### config.mk
export PLATFORM = sky130hd
export DESIGN_NAME = mux4_rr_arbiter
export DESIGN_NICKNAME = d
export VERILOG_FILES = /design/src/rtl/mux_arb_pkg.sv /design/src/rtl/mux4_1.sv /design/src/rtl/mux4_rr_arbiter.sv
export SDC_FILE = /design/constraint.sdc
export NUM_CORES = 1
export LEC_CHECK = 0
export CORE_UTILIZATION = 42
export DETAILED_ROUTE_END_ITERATION = 16
export PLACE_DENSITY = 0.78
export SYNTH_ARGS = -nofsm -noshare
export SYNTH_HDL_FRONTEND = slang
export SYNTH_SLANG_ARGS = --single-unit
### constraint.sdc
create_clock -name clk -period 2.9 [get_ports clk]
set_input_delay 0.58 -clock clk [delete_from_list [all_inputs] [get_ports clk]]
set_output_delay 0.58 -clock clk [all_outputs]
set_load 0.05 [all_outputs]
### src/rtl/mux_arb_pkg.sv
// -----------------------------------------------------------------------------
// mux_arb_pkg
// Shared definitions for the round-robin mux arbiter: requester count, FSM
// state encoding and the rotating-priority winner function.
// -----------------------------------------------------------------------------
package mux_arb_pkg;

    localparam int unsigned NREQ = 4;

    typedef enum logic {
        ST_IDLE  = 1'b0,
        ST_GRANT = 1'b1
    } arb_state_e;

    // Winner = first set bit scanning (last+1), (last+2), ..., last (mod 4).
    // The scan runs from the farthest offset down so the nearest set bit is
    // written last and wins. Returns last when no request is set.
    function automatic logic [1:0] rr_next(input logic [NREQ-1:0] req,
                                           input logic [1:0]      last);
        logic [1:0] idx;
        rr_next = last;
        for (int k = NREQ; k >= 1; k--) begin
            idx = last + 2'(k);
            if (req[idx]) begin
                rr_next = idx;
            end
        end
    endfunction

endpackage

### src/rtl/mux4_1.sv
// -----------------------------------------------------------------------------
// mux4_1
// Single-bit 4:1 multiplexer.
// Ports:
//   o_out  out  selected data bit, i_in[{i_s1,i_s0}]
//   i_in   in   4 data bits
//   i_s0   in   select bit 0
//   i_s1   in   select bit 1
// -----------------------------------------------------------------------------
module mux4_1 (
    output logic       o_out,
    input  logic [3:0] i_in,
    input  logic       i_s0,
    input  logic       i_s1
);

    always_comb begin
        o_out = 1'b0;
        unique case ({i_s1, i_s0})
            2'b00:   o_out = i_in[0];
            2'b01:   o_out = i_in[1];
            2'b10:   o_out = i_in[2];
            2'b11:   o_out = i_in[3];
            default: o_out = 1'b0;
        endcase
    end

endmodule

### src/rtl/mux4_rr_arbiter.sv
// -----------------------------------------------------------------------------
// mux4_rr_arbiter
// Round-robin arbiter sharing one mux4_1 among four requesters. The grant is a
// registered one-hot vector, the mux selects are the registered winner index,
// and the mux output is gated with the registered valid flag.
//
// Optional feature: define HOLD_LIMIT_EN to preempt an owner that has held the
// grant for MAX_HOLD consecutive cycles while another requester is waiting.
// Without the macro the hold counter is not built and the grant lasts until the
// owner drops its request.
//
// Ports:
//   clk        in   clock, rising edge
//   rst_n      in   asynchronous active-low reset
//   req[3:0]   in   per-requester request, held while access is needed
//   in[3:0]    in   per-requester data bit, in[i] feeds mux input i
//   gnt[3:0]   out  registered one-hot grant, 0000 = no owner
//   s1, s0     out  registered mux selects, {s1,s0} = granted index
//   out_valid  out  registered, equals |gnt
//   out        out  mux output AND out_valid (combinational from in)
// -----------------------------------------------------------------------------
module mux4_rr_arbiter
    import mux_arb_pkg::*;
#(
    parameter int unsigned MAX_HOLD = 8,
    parameter int unsigned CNT_W    = 4
) (
    input  logic            clk,
    input  logic            rst_n,
    input  logic [NREQ-1:0] req,
    input  logic [NREQ-1:0] in,
    output logic [NREQ-1:0] gnt,
    output logic            s1,
    output logic            s0,
    output logic            out_valid,
    output logic            out
);

    // Reject illegal configurations at elaboration.
    if (MAX_HOLD < 2 || MAX_HOLD > 15 || (2 ** CNT_W) <= MAX_HOLD) begin : g_bad_cfg
        $error("mux4_rr_arbiter: illegal MAX_HOLD/CNT_W combination");
    end

    arb_state_e      r_state;
    logic [NREQ-1:0] r_gnt;
    logic            r_s1;
    logic            r_s0;
    logic            r_valid;
    logic [1:0]      r_last;   // index of the most recent winner (current owner in GRANT)
`ifdef HOLD_LIMIT_EN
    logic [CNT_W-1:0] r_hold_cnt;
`endif

    logic [1:0]      w_winner;
    logic [NREQ-1:0] w_owner_oh;
    logic            w_owner_req;
    logic            w_others;
    logic            w_new_grant;
    logic            w_release;
    logic            w_mux_out;

    assign w_winner    = rr_next(req, r_last);
    assign w_owner_oh  = 4'b0001 << r_last;
    assign w_owner_req = req[r_last];
    assign w_others    = |(req & ~w_owner_oh);

    // Owner sits last in the scan, so when another request is set the winner is
    // never the current owner; this covers both handover and preemption.
    always_comb begin
        w_new_grant = 1'b0;
        w_release   = 1'b0;
        unique case (r_state)
            ST_IDLE: begin
                w_new_grant = |req;
            end
            ST_GRANT: begin
                if (!w_owner_req) begin
                    w_new_grant = w_others;
                    w_release   = !w_others;
                end
`ifdef HOLD_LIMIT_EN
                else if (w_others && (r_hold_cnt == CNT_W'(MAX_HOLD - 1))) begin
                    w_new_grant = 1'b1;
                end
`endif
            end
            default: begin
                w_new_grant = 1'b0;
                w_release   = 1'b0;
            end
        endcase
    end

    always_ff @(posedge clk or negedge rst_n) begin
        if (!rst_n) begin
            r_state    <= ST_IDLE;
            r_gnt      <= '0;
            r_s1       <= 1'b0;
            r_s0       <= 1'b0;
            r_valid    <= 1'b0;
            r_last     <= 2'd3;
`ifdef HOLD_LIMIT_EN
            r_hold_cnt <= '0;
`endif
        end else if (w_new_grant) begin
            r_state    <= ST_GRANT;
            r_gnt      <= 4'b0001 << w_winner;
            r_s1       <= w_winner[1];
            r_s0       <= w_winner[0];
            r_valid    <= 1'b1;
            r_last     <= w_winner;
`ifdef HOLD_LIMIT_EN
            r_hold_cnt <= '0;
`endif
        end else if (w_release) begin
            // Selects intentionally keep their last value.
            r_state <= ST_IDLE;
            r_gnt   <= '0;
            r_valid <= 1'b0;
        end
`ifdef HOLD_LIMIT_EN
        else if (r_state == ST_GRANT && r_hold_cnt != CNT_W'(MAX_HOLD - 1)) begin
            r_hold_cnt <= r_hold_cnt + 1'b1;
        end
`endif
    end

    mux4_1 u_mux (
        .o_out (w_mux_out),
        .i_in  (in),
        .i_s0  (r_s0),
        .i_s1  (r_s1)
    );

    assign gnt       = r_gnt;
    assign s1        = r_s1;
    assign s0        = r_s0;
    assign out_valid = r_valid;
    assign out       = w_mux_out & r_valid;

endmodule

==> results.md <==
* Status: completed
* Die Y at 43.25 um
* Maximum root-to-sink buffer count at 2
* Worst-path clk slew at 60 ps
* Worst Tran Pin Value at 503.1 ps
* Placed Instance Area at 880.8 um2
* GRT Overall Usage at 18.51%
* Synth Flop Type: dfrtp_1
* Netlist cell types at 30
* Die W at 43.25 um
* Fin Clk Skew at 1.205 ps
* Final setup TNS at 0 ps
* CTS hold repair buffers at 0
* Power Total at 0.001179 W
* Slowest CP cell: mux4_2
* Hold Path Cell Cnt at 1
* First-pass GRT wire length at 2566 um
* Min Tclk post-route at 2367 ps
* Finished Cell Area at 907.1 um2
* Post-CTS Setup Repair Bufs at 0
* Period utilisation layout at 81.60%
* WL final at 1435 um
* Synthesis Warnings at 0
* I/O Buffers at 17
* CTS Root Cell: clkbuf_4
* Hold slack at 499.3 ps
* Path depth of the worst reg2reg path at 6
* Max incr delay on CP at 450 ps
* NumNets Final at 95
* Max FO, Critical Path at 1
* Core area at 1541 um2
* Post-synth EDFFs at 0
* Drt wl/cell at 14.95 um
* Latest clock arrival within the worst-skew pair at 260 ps
* Clock sinks at 9
* GP Congestion at 0.7415
* Area leader, netlist: dfrtp_1
* Mean area per synthesized cell at 11.52 um2
* Mapped Cells at 62
* DR WL met3 at 80 um
* Final core utilization at 58.85%
* Met1 WL at 706 um
* # IOs at 18
* Slew headroom at 66.35%
* Top delay family on crit path: buffers and inverters
* Post-DP HPWL at 1065 um
* Register area share after synthesis at 31.87%
* Commonest cells post-synth: dfrtp_1, mux2i_1
* # rows at 14
* Critical path type: in2out
* Hold path endpoint: gnt[1]
* Final setup fails at 0
* Post_cts resized at 0
* Top Layer Used: met4
* 1st-pass router iterations at 3
* Initial antenna violation count at 0
* # Max-Cap Violations at 0
* Diodes inserted at 0
* Vias in the first global route at 597
* Share of the synthesized area in the top cell type at 24.52%
* Worst hold path type: reg2reg
* H-tree levels at 1
* # DRC at 0
* Worst setup SP type: input pin
* Pwr Density at 1300 nW/um2
* TritonCTS clock tree: done
* Hold Violations, Final at 0
* R2r endpoint: gnt[0]
* Detailed-route via count at 565
* FF+latch count, synth at 9
* Synth area leaders: dfrtp_1, mux2i_1, dfstp_2, ha_1, a32o_1
* Global-route congestion overflow total at 0
* Worst Path Required at 2320 ps
* Leak at 0.3845 nW
* Initial core utilization at 46.35%
* Area delta synth->final at 26.97%
* Async SR Flop Fraction at 100.0%
* Max VDD drop at 0.7557 mV
* Max Clk Rate at 422.6 MHz
* Final Slew Violations at 0
* Die ar. at 1870 um2
* R2r setup slk at 670 ps
* Met2 wire length at 636 um
* Crit path buf inv count at 2
* Critical path cell sequence: clkdlybuf4s50_1 -> mux4_2 -> and2_1 -> buf_4
* Worst min-delay path startpoint: gnt[1]
* WP data arrival at 1790 ps
* Syn_nets at 76
* Largest net degree at the start of global routing at 12
* RSZ-0062 raised after global routing: no
* Layout cells sized above 1 at 20.00%
* Via density at 5.885
* Reg-to-Reg Start: r_last[1]
* Number of DRC markers in iteration 0 at 11
* Mapped cell area at 714.4 um2
* Post-route ant nets at 0
* Critical path capture point type: primary output
* Num CTS Buffers at 3
[per-layer routing]
| metal | track usage [%] | vias up |
|---|---|---|
| li1 | - | 269 |
| met1 | 22.67 | 278 |
| met2 | 30.75 | 14 |
| met3 | 7.234 | 4 |
| met4 | 3.636 | 0 |
| met5 | 0 | - |
[layout make-up]
cell class / count / area (um2)
clock buffers: 4 / 26.28
fillers: 142 / 634.4
inverters: 3 / 11.26
multi-input cells: 47 / 454.2
flip-flops and latches: 9 / 227.7
well taps: 16 / 20.02
repair buffers: 17 / 167.7
[how the worst max path moves through the flow]
stage          endpoint  cells after the start   start
6_report            out                      4   in[2]
5_1_grt             out                      4   in[2]
4_1_cts             out                      4   in[2]
3_5_place_dp        out                      4   in[2]
3_3_place_gp         s1                      5  req[1]
2_1_floorplan       out                      2      s0
[metrics by stage]
stage | setup WS (ps) | cells
after floorplan | 800.9 | 62
after global placement | 533.5 | 92
after detailed placement | 528.1 | 92
after CTS | 527.2 | 96
after global routing | 520.5 | 96
final | 533.5 | 96
[worst reg2reg max path: cells and delay by family (launching register included)]
family,cells,cell delay (ps)
flip-flops,1,660
AO/OA/AOI/OAI,3,600
adder cells (fa/ha/maj),1,370
multiplexers,1,340
buffers and inverters,1,150
[sequential cells by signal, summed over array words and instances, names as in the netlist]
signal     flops
r_last         2
s1             1
s0             1
out_valid      1
gnt            4
[power by group]
group | switching (W) | internal, W
Combinational | 0.000434 | 0.000368
Sequential | 0.0000825 | 0.000199
Clock | 0.0000428 | 0.0000530
[layout by cell type (no fill, tap or decap), drive strengths merged]
cell type	count
a2111oi	1
a21o	2
a22o	1
a22oi	2
a2bb2oi	1
a31o	1
a32o	4
and2	3
buf	1
clkbuf	4
clkdlybuf4s50	16
dfrtp	7
dfstp	2
ha	4
inv	3
mux2	3
mux2i	8
mux4	1
nand2	2
nor2	4
nor2b	4
o211ai	1
o21ai	2
o22ai	1
o2bb2ai	1
or2b	1
[cell families (layout without fill, tap and decap cells)]
group	count (synthesis)	in the layout	synth area share [%]
DFF	9	9	31.87
AOI/OAI and AO/OA	17	17	24.17
buffers and inverters	6	24	4.553
adders and majority gates	4	4	7.006
muxes	12	12	21.89
and+or+nand+nor	14	14	10.51
No activity file was read; power rests on OpenSTA's default activity.
